File: config.mk
export PLATFORM = sky130hd
export DESIGN_NAME = bp_cac_lce_req_packetizer
export DESIGN_NICKNAME = d
export VERILOG_FILES = /design/src/rtl/bp_cac_lce_req_packetizer.sv
export SDC_FILE = /design/constraint.sdc
export NUM_CORES = 1
export LEC_CHECK = 0
export BUFFER_PORTS_ARGS = -buffer_cell sky130_fd_sc_hd__buf_2
export CELL_PAD_IN_SITES_DETAIL_PLACEMENT = 0
export CELL_PAD_IN_SITES_GLOBAL_PLACEMENT = 1
export CORE_ASPECT_RATIO = 2
export CORE_MARGIN = 5
export CORE_UTILIZATION = 41
export DETAILED_ROUTE_END_ITERATION = 7
export HOLD_SLACK_MARGIN = 0.05
export PLACE_DENSITY = 0.85
export SYNTH_ARGS = -nofsm -noshare
export SYNTH_HDL_FRONTEND = slang
export SYNTH_SLANG_ARGS = --single-unit
File: constraint.sdc
create_clock -name clk_i -period 2.7 [get_ports clk_i]
set_input_delay 0.27 -clock clk_i [delete_from_list [all_inputs] [get_ports clk_i]]
set_output_delay 0.27 -clock clk_i [all_outputs]
set_load 0.02 [all_outputs]
File: src/rtl/bp_cac_lce_req_packetizer.sv
// Serialises one LCE request (header, optional cache block) into wormhole flits for the request mesh link.
// Optional feature macro: BP_CAC_PACKETIZER_STALL_CNT_EN adds a saturating stall-cycle counter port.
module bp_cac_lce_req_packetizer #(
    parameter int flit_width_p   = 64,
    parameter int cord_width_p   = 8,
    parameter int len_width_p    = 4,
    parameter int header_width_p = 48,
    parameter int data_width_p   = 512
) (
    input  logic                      clk_i,
    input  logic                      reset_i,
    input  logic                      msg_v_i,
    output logic                      msg_ready_o,
    input  logic [cord_width_p-1:0]   dst_cord_i,
    input  logic [header_width_p-1:0] msg_header_i,
    input  logic                      msg_has_data_i,
    input  logic [data_width_p-1:0]   msg_data_i,
    output logic [flit_width_p-1:0]   link_data_o,
    output logic                      link_v_o,
    input  logic                      link_ready_and_i
`ifdef BP_CAC_PACKETIZER_STALL_CNT_EN
    ,
    output logic [31:0]               stall_cnt_o
`endif
);

    localparam int hdr_bits   = cord_width_p + len_width_p + header_width_p;
    localparam int full_bits  = hdr_bits + data_width_p;
    localparam int hdr_flits  = (hdr_bits + flit_width_p - 1) / flit_width_p;
    localparam int full_flits = (full_bits + flit_width_p - 1) / flit_width_p;
    localparam int img_bits   = full_flits * flit_width_p;

    if (full_flits - 1 > (2 ** len_width_p) - 1) begin : g_len_check
        $error("wormhole len field too narrow for a full data packet");
    end

    typedef enum logic {
        IDLE,
        SEND
    } state_e;

    state_e                   state_reg, state_next;
    logic [img_bits-1:0]      shift_reg, shift_next, shifted, image;
    logic [full_bits-1:0]     raw_image;
    logic [len_width_p-1:0]   cnt_reg, cnt_next, pkt_len;
    logic                     transfer, last, accept;

    assign pkt_len   = msg_has_data_i ? len_width_p'(full_flits - 1) : len_width_p'(hdr_flits - 1);
    assign raw_image = {(msg_has_data_i ? msg_data_i : {data_width_p{1'b0}}),
                        msg_header_i, pkt_len, dst_cord_i};
    assign image     = img_bits'(raw_image);

    // Drop the flit just sent; zeros fill from the top so an idle link shows zero data.
    genvar gi;
    for (gi = 0; gi < full_flits; gi++) begin : g_shift
        if (gi < full_flits - 1) begin : g_mid
            assign shifted[gi*flit_width_p +: flit_width_p] = shift_reg[(gi+1)*flit_width_p +: flit_width_p];
        end else begin : g_top
            assign shifted[gi*flit_width_p +: flit_width_p] = '0;
        end
    end

    assign transfer    = (state_reg == SEND) && link_ready_and_i;
    assign last        = transfer && (cnt_reg == '0);
    assign msg_ready_o = (state_reg == IDLE) || last;
    assign accept      = msg_v_i && msg_ready_o;
    assign link_v_o    = (state_reg == SEND);
    assign link_data_o = shift_reg[flit_width_p-1:0];

    always_comb begin
        state_next = state_reg;
        shift_next = shift_reg;
        cnt_next   = cnt_reg;
        if (accept) begin
            // Also covers loading the next packet on the final-flit cycle.
            shift_next = image;
            cnt_next   = pkt_len;
            state_next = SEND;
        end else if (transfer) begin
            shift_next = shifted;
            if (last) begin
                state_next = IDLE;
            end else begin
                cnt_next = cnt_reg - len_width_p'(1);
            end
        end
    end

    always_ff @(posedge clk_i) begin
        if (reset_i) begin
            state_reg <= IDLE;
            shift_reg <= '0;
            cnt_reg   <= '0;
        end else begin
            state_reg <= state_next;
            shift_reg <= shift_next;
            cnt_reg   <= cnt_next;
        end
    end

`ifdef BP_CAC_PACKETIZER_STALL_CNT_EN
    logic [31:0] stall_cnt_reg;

    always_ff @(posedge clk_i) begin
        if (reset_i) begin
            stall_cnt_reg <= '0;
        end else if (link_v_o && !link_ready_and_i && (stall_cnt_reg != 32'hFFFF_FFFF)) begin
            stall_cnt_reg <= stall_cnt_reg + 32'd1;
        end
    end

    assign stall_cnt_o = stall_cnt_reg;
`endif

`ifndef SYNTHESIS
    // Upstream must hold a pending message steady until it is taken.
    a_msg_hold : assert property (@(posedge clk_i) disable iff (reset_i)
        (msg_v_i && !msg_ready_o) |=> ($stable(dst_cord_i) && $stable(msg_header_i)
                                       && $stable(msg_has_data_i) && $stable(msg_data_i)));
`endif

endmodule

==> run_results.csv, run 1 <==
group,metric,value,unit
setup_path,crit_fanout,55,
clock_tree,root_buffer,"clkbuf_16",
yosys,synth_xor_area_share,0,%
drt,wirelength,116000,µm
yosys,syn-cell-area,0.0282,mm²
setup_path,worst_setup_path_end_kind,"primary output",
timing,finalCritPeriodShare,94.0,%
place,place_area,0.0315,mm²
global_routing,grt_usage,29.4,%
setup_path,worstPathArrival,2.27,ns
clock_tree,clockBufferDepth,3,
place,dp_slack,0.469,ns
drt,ant_nets,0,
global_routing,grt_pass1_vias,27963,
yosys,synth.avg_cell_area,9.10,µm²
timing,slew_headroom,18.3,%
clock_tree,cts.sinks,577,
global_routing,busiest_layer,"met2",
yosys,synth_compound_area_share,24.0,%
yosys,syn-num-nets,3670,
run,maxCapViolCount,0,
die,initial_core_util,41.2,%
setup_path,crit_chain,"inv_1 -> ha_1 -> nand4bb_4 -> buf_6 -> nand2_1 -> buf_2",
die,num_rows,136,
timing,fin_crit,2.54,ns
layout,instances_no_fill,4904,
timing,setup-tns-final,0,ns
outcome,outcome,"completed",
global_routing,gr-usage-met2,47.5,%
yosys,synthAdderAreaFrac,0.0444,%
die,fp.dieW,195,µm
drt,drc_errors,0,
timing,setup-violations-final,0,
timing,fin_worst_skew,0.0276,ns
die,pin_count,639,
die,die_h,381,µm
clock_tree,numCtsBuffers,53,
global_routing,grt_pass1_wl,175000,µm
timing,fin_ws,0.162,ns
global_routing,antenna_found_initial,21,
place,dp.cells,4254,
layout,nFillCells,5875,
clock_tree,cts_tree,"done",
yosys,yosys.area_share.simple,17.9,%
setup_path,max_stage_delay,0.41,ns
global_routing,grt_start_max_net_pins,224,
yosys,synth_top_family_by_area,"compound AO/OA/AOI/OAI gates",
drt,first_pass_iters,6,
global_routing,overflow,0,
drt,vias,28439,
die,core_area,0.0684,mm²
setup_path,slowest_stage,"buf_6",
yosys,synth_mux_area_share,9.92,%
timing,rsz0062_at_grt,"no",
die,die_area,0.0744,mm²
yosys,yosys_most_used_dff,"dfxtp_1",
place,dp_hpwl,77600,µm
yosys,synth-async-reset-ratio,0,%
place,io_buffers,638,
hold_path,hold_class,"primary input to flip-flop",
drt,via_per_inst,5.80,
power,peakVddDrop,0.503,mV
timing,fmax,394,MHz
yosys,ys_top_cells_by_count,"dfxtp_1, clkbuf_1, mux2i_1",
yosys,synth_cell_types,40,
power,cellLeakagePower,16.4,nW
global_routing,use_met1,39.0,%
timing,finalHoldViolations,0,
yosys,synth_top_area_share,41.0,%
layout,postLayoutCoreUtil,56.7,%
global_routing,global_route.usage.met3,5.32,%
drt,wire_per_inst,23.6,µm
setup_path,startpoint_type,"flip-flop",
layout,area_growth,37.5,%
place,place_congestion,0.905,
timing,worstMarginPinSlew,1.22,ns
yosys,ys_seq_area_share,41.0,%
yosys,yosysMostFrequentCell,"dfxtp_1",
timing,report.final.slew_viol_count,0,
setup_path,crit_type,"flip-flop to primary output",
power,power-per-cell-area,536,mW/mm²
yosys,yosysWarnings,0,
timing,holdWs,0.0645,ns
yosys,synthCells,3096,
setup_path,crit_required,2.43,ns
clock_tree,cts_max_level,2,
yosys,synthTopCellsByArea,"dfxtp_1, mux2i_1, a21boi_0",
yosys,ys_seq_elements,577,
clock_tree,clkTransAtPathRegs,0.07,ns
layout,largest_register_ff_count,572,
layout,drive_gt1_share,20.2,%
yosys,synth-edff-count,0,
power,power.total,20.8,mW
drt,drt_iter0_drc,2720,
clock_tree,clock_latency,0.60,ns
yosys,yosysTopAreaCell,"dfxtp_1",
layout,postLayoutCellArea,0.0388,mm²
layout,nets,4523,
==> what timing repair did <==
item,CTS,global route
endpoints found under the hold margin,536,0
hold buffers,537,0
setup buffers,0,0
setup endpoints to repair,1,0
resized for setup,1,0
==> layout make-up <==
class	count	area (µm²)	share of cell area (%)
Antenna cell	14	35.0	0.0904
Timing Repair Buffer	1244	9470	24.4
Tap cell	897	1120	2.90
Clock inverter	15	226	0.584
Clock buffer	84	1620	4.19
Inverter	6	30.0	0.0775
Multi-Input combinational cell	2067	14700	37.9
Sequential cell	577	11600	29.8
==> layout by cell type (no fill, tap or decap), types with 3 or more instances in the layout <==
master and n:
o21ai_0 275, nand2_1 115, nand3_1 274, bufinv_16 5
dlygate4sd3_1 537, buf_2 635, clkbuf_1 13, a21boi_0 274
diode_2 14, inv_6 4, nor3_1 5, a311oi_1 56
buf_4 40, mux2i_1 277, nor3b_1 174, a221o_1 175
a22o_1 64, buf_12 28, a211oi_1 57, inv_1 4
clkinvlp_4 3, and3_1 274, buf_8 3, dfxtp_1 576
clkbuf_16 53, clkbuf_8 18, nor2b_1 22
==> final timing paths <==
kind / from / endpoint / slack, ns / cells after the start
max: cnt_reg[0]$_SDFFE_PP0P_ / msg_ready_o / 0.16 / 6
min: msg_data_i[218] / shift_reg[278]$_SDFFE_PP0P_ / 0.06 / 3
min reg2reg: shift_reg[541]$_SDFFE_PP0P_ / shift_reg[541]$_SDFFE_PP0P_ / 0.47 / 1
max reg2reg: cnt_reg[0]$_SDFFE_PP0P_ / shift_reg[45]$_SDFFE_PP0P_ / 0.37 / 5
==> power by group <==
part	switching, mW	internal (mW)	total [mW]	leakage, nW
clock network	3.52	4.61	8.13	0.899
registers	0.281	8.94	9.22	4.71
logic	1.82	1.62	3.44	10.7
total	5.62	15.2	20.8	16.4
==> cell families (layout without fill, tap and decap cells) <==
kind of cell               Yosys count  after routing
and+or+nand+nor                    874            874
adders and majority gates            1              1
muxes                              279            279
other                                0             14
DFF                                577            577
AOI/OAI and AO/OA                  913            913
buffers and inverters              452           1349
==> critical path: cells and delay by family (launching register included) <==
family / cells / cell delay, ns
buf+inv: 3 / 0.66
fa+ha+maj: 1 / 0.28
simple gates: 2 / 0.32
flops: 1 / 0.37
==> per-layer routing <==
metal,up-vias,part of all wire [%]
li1,13241,-
met1,13464,41
met2,1520,46
met3,204,8.7
met4,10,4.6
met5,-,0.054
No activity file was read; power rests on OpenSTA's default activity.
==> run 2, diff against run 1 <==
--- a/config.mk
+++ b/config.mk
@@ -10,10 +10,10 @@
 export CELL_PAD_IN_SITES_GLOBAL_PLACEMENT = 1
 export CORE_ASPECT_RATIO = 2
 export CORE_MARGIN = 5
-export CORE_UTILIZATION = 41
+export CORE_UTILIZATION = 30
 export DETAILED_ROUTE_END_ITERATION = 7
 export HOLD_SLACK_MARGIN = 0.05
-export PLACE_DENSITY = 0.85
+export PLACE_DENSITY = 0.67
 export SYNTH_ARGS = -nofsm -noshare
 export SYNTH_HDL_FRONTEND = slang
 export SYNTH_SLANG_ARGS = --single-unit
==> run 2 against run 1 <==
Sequential power is essentially flat. Flip-flop and latch count is the same. Critical path depth is the same. Final area grew 2.9%. Largest power group unchanged. Die area grew 35%. Register-to-register slack is essentially flat. Setup slack gained 0.034 ns. Critical path type unchanged. Non-clock buffer count grew 53. Wire length grew 2.2%. Sequential share of layout area shrank 0.83 points.
==> run_results.csv, run 2 (synthesis gave the netlist of run 1 again) <==
group,metric,value,unit
outcome,outcome,"completed",
drt,drt_iter0_drc,1985,
clock_tree,cts.sinks,577,
drt,ant_nets,0,
clock_tree,numCtsBuffers,57,
layout,multi_input_area,0.0147,mm²
layout,ff_latch_area,0.0116,mm²
timing,finalHoldViolations,0,
timing,slew_headroom,30.9,%
die,die_area,0.101,mm²
timing,fmax,399,MHz
drt,via_per_inst,5.26,
die,initial_core_util,30.1,%
place,place_congestion,0.871,
global_routing,grt_pass1_vias,28224,
place,io_buffers,638,
clock_tree,root_buffer,"clkbuf_16",
layout,drive_gt1_share,20.1,%
power,peakVddDrop,0.574,mV
layout,instances_no_fill,5281,
global_routing,grt_start_max_net_pins,251,
power,cellLeakagePower,16.6,nW
clock_tree,clkTransAtPathRegs,0.07,ns
layout,final_common_cell,"buf_2",
timing,fin_worst_skew,0.0339,ns
die,fp.dieW,227,µm
setup_path,worstPathArrival,2.23,ns
timing,holdWs,0.132,ns
layout,area_growth,41.5,%
setup_path,worst_setup_path_end_kind,"primary output",
die,pin_count,639,
timing,setup-violations-final,0,
setup_path,crit_required,2.43,ns
drt,vias,27789,
hold_path,hold_class,"primary input to flip-flop",
place,dp_hpwl,80300,µm
timing,setup-tns-final,0,ns
die,die_h,443,µm
timing,rsz0062_at_grt,"no",
layout,postLayoutCoreUtil,42.6,%
setup_path,crit_fanout,58,
run,maxCapViolCount,0,
drt,first_pass_iters,5,
timing,finalCritPeriodShare,92.7,%
drt,wirelength,118000,µm
layout,nets,4580,
layout,largest_register_ff_count,572,
drt,wire_per_inst,22.4,µm
layout,nFillCells,9071,
power,power-per-cell-area,537,mW/mm²
global_routing,overflow,0,
global_routing,antenna_found_initial,26,
drt,drc_errors,0,
timing,fin_crit,2.50,ns
timing,report.final.slew_viol_count,0,
global_routing,global_route.usage.met3,3.14,%
clock_tree,cts_tree,"done",
setup_path,crit_type,"flip-flop to primary output",
global_routing,gr-usage-met2,37.5,%
global_routing,use_met1,27.6,%
clock_tree,cts_max_level,2,
layout,layout_common_cells,"buf_2, dlygate4sd3_1, dfxtp_1",
global_routing,grt_pass1_wl,176000,µm
die,num_rows,159,
setup_path,startpoint_type,"flip-flop",
clock_tree,clock_latency,0.66,ns
timing,worstMarginPinSlew,1.04,ns
clock_tree,clockBufferDepth,3,
global_routing,grt_usage,22.2,%
place,dp.cells,4564,
global_routing,busiest_layer,"met2",
die,core_area,0.0937,mm²
## run 2: cell count changes in the layout (fill, tap and decap cells not counted), moves of 2 or more
cell,delta
clkbuf_16,+4
clkbuf_8,-7
clkinv_2,+6
dlygate4sd3_1,+53
bufinv_16,+2
inv_6,-2
buf_12,+2
diode_2,+7
## run 2: final timing paths
| path | from | to | slack [ns] | cells after the start |
|---|---|---|---|---|
| max | cnt_reg[0]$_SDFFE_PP0P_ | msg_ready_o | 0.20 | 6 |
| min | msg_header_i[37] | shift_reg[49]$_SDFFE_PP0P_ | 0.13 | 3 |
| max reg2reg | cnt_reg[0]$_SDFFE_PP0P_ | shift_reg[419]$_SDFFE_PP0P_ | 0.36 | 6 |
| min reg2reg | shift_reg[510]$_SDFFE_PP0P_ | shift_reg[510]$_SDFFE_PP0P_ | 0.47 | 1 |
## run 2: repair_timing
action / CTS / global route
setup buffers: 0 / 0
resized for setup: 0 / 1
endpoints found under the hold margin: 570 / 0
hold buffers: 590 / 0
endpoints found under the setup margin: 0 / 12
## run 2: cell type report
cell class                      instances  share of cell area [%]
Inverter                                6                  0.0753
Antenna cell                           21                   0.132
Clock buffer                           81                    4.08
Tap cell                             1207                    3.79
Timing Repair Buffer                 1297                    25.1
Sequential cell                       577                    29.0
Clock inverter                         25                   0.935
Multi-Input combinational cell       2067                    36.9
## run 2: per-layer routing
metal  part of all wire (%)  vias to the layer above
li1                       -                    13388
met1                     41                    13177
met2                     48                      993
met3                    5.5                      227
met4                    5.4                        4
met5                  0.023                        -
## run 2: metrics by stage
stage | power [mW] | area [µm²] | worst slack (ns)
2_1_floorplan | 11.0 | 28200 | 0.740
3_3_place_gp | 12.1 | 31900 | 0.141
3_5_place_dp | 12.1 | 31900 | 0.136
4_1_cts | 21.6 | 39800 | 0.116
5_1_grt | 22.2 | 39900 | 0.0759
6_report | 21.4 | 39900 | 0.197
## run 2: power by group
group	switching (mW)	leakage, nW	internal [mW]
sequential	0.279	4.71	8.94
clock	3.82	0.969	4.90
combinational	1.80	10.9	1.67
total	5.91	16.6	15.5
## run 2: critical path, stage by stage (launching register included)
cell and delay [ns]:
dfxtp_1 0.36, inv_1 0.06, ha_1 0.29, nand4bb_4 0.18
buf_12 0.28, nand2_1 0.15, buf_2 0.20
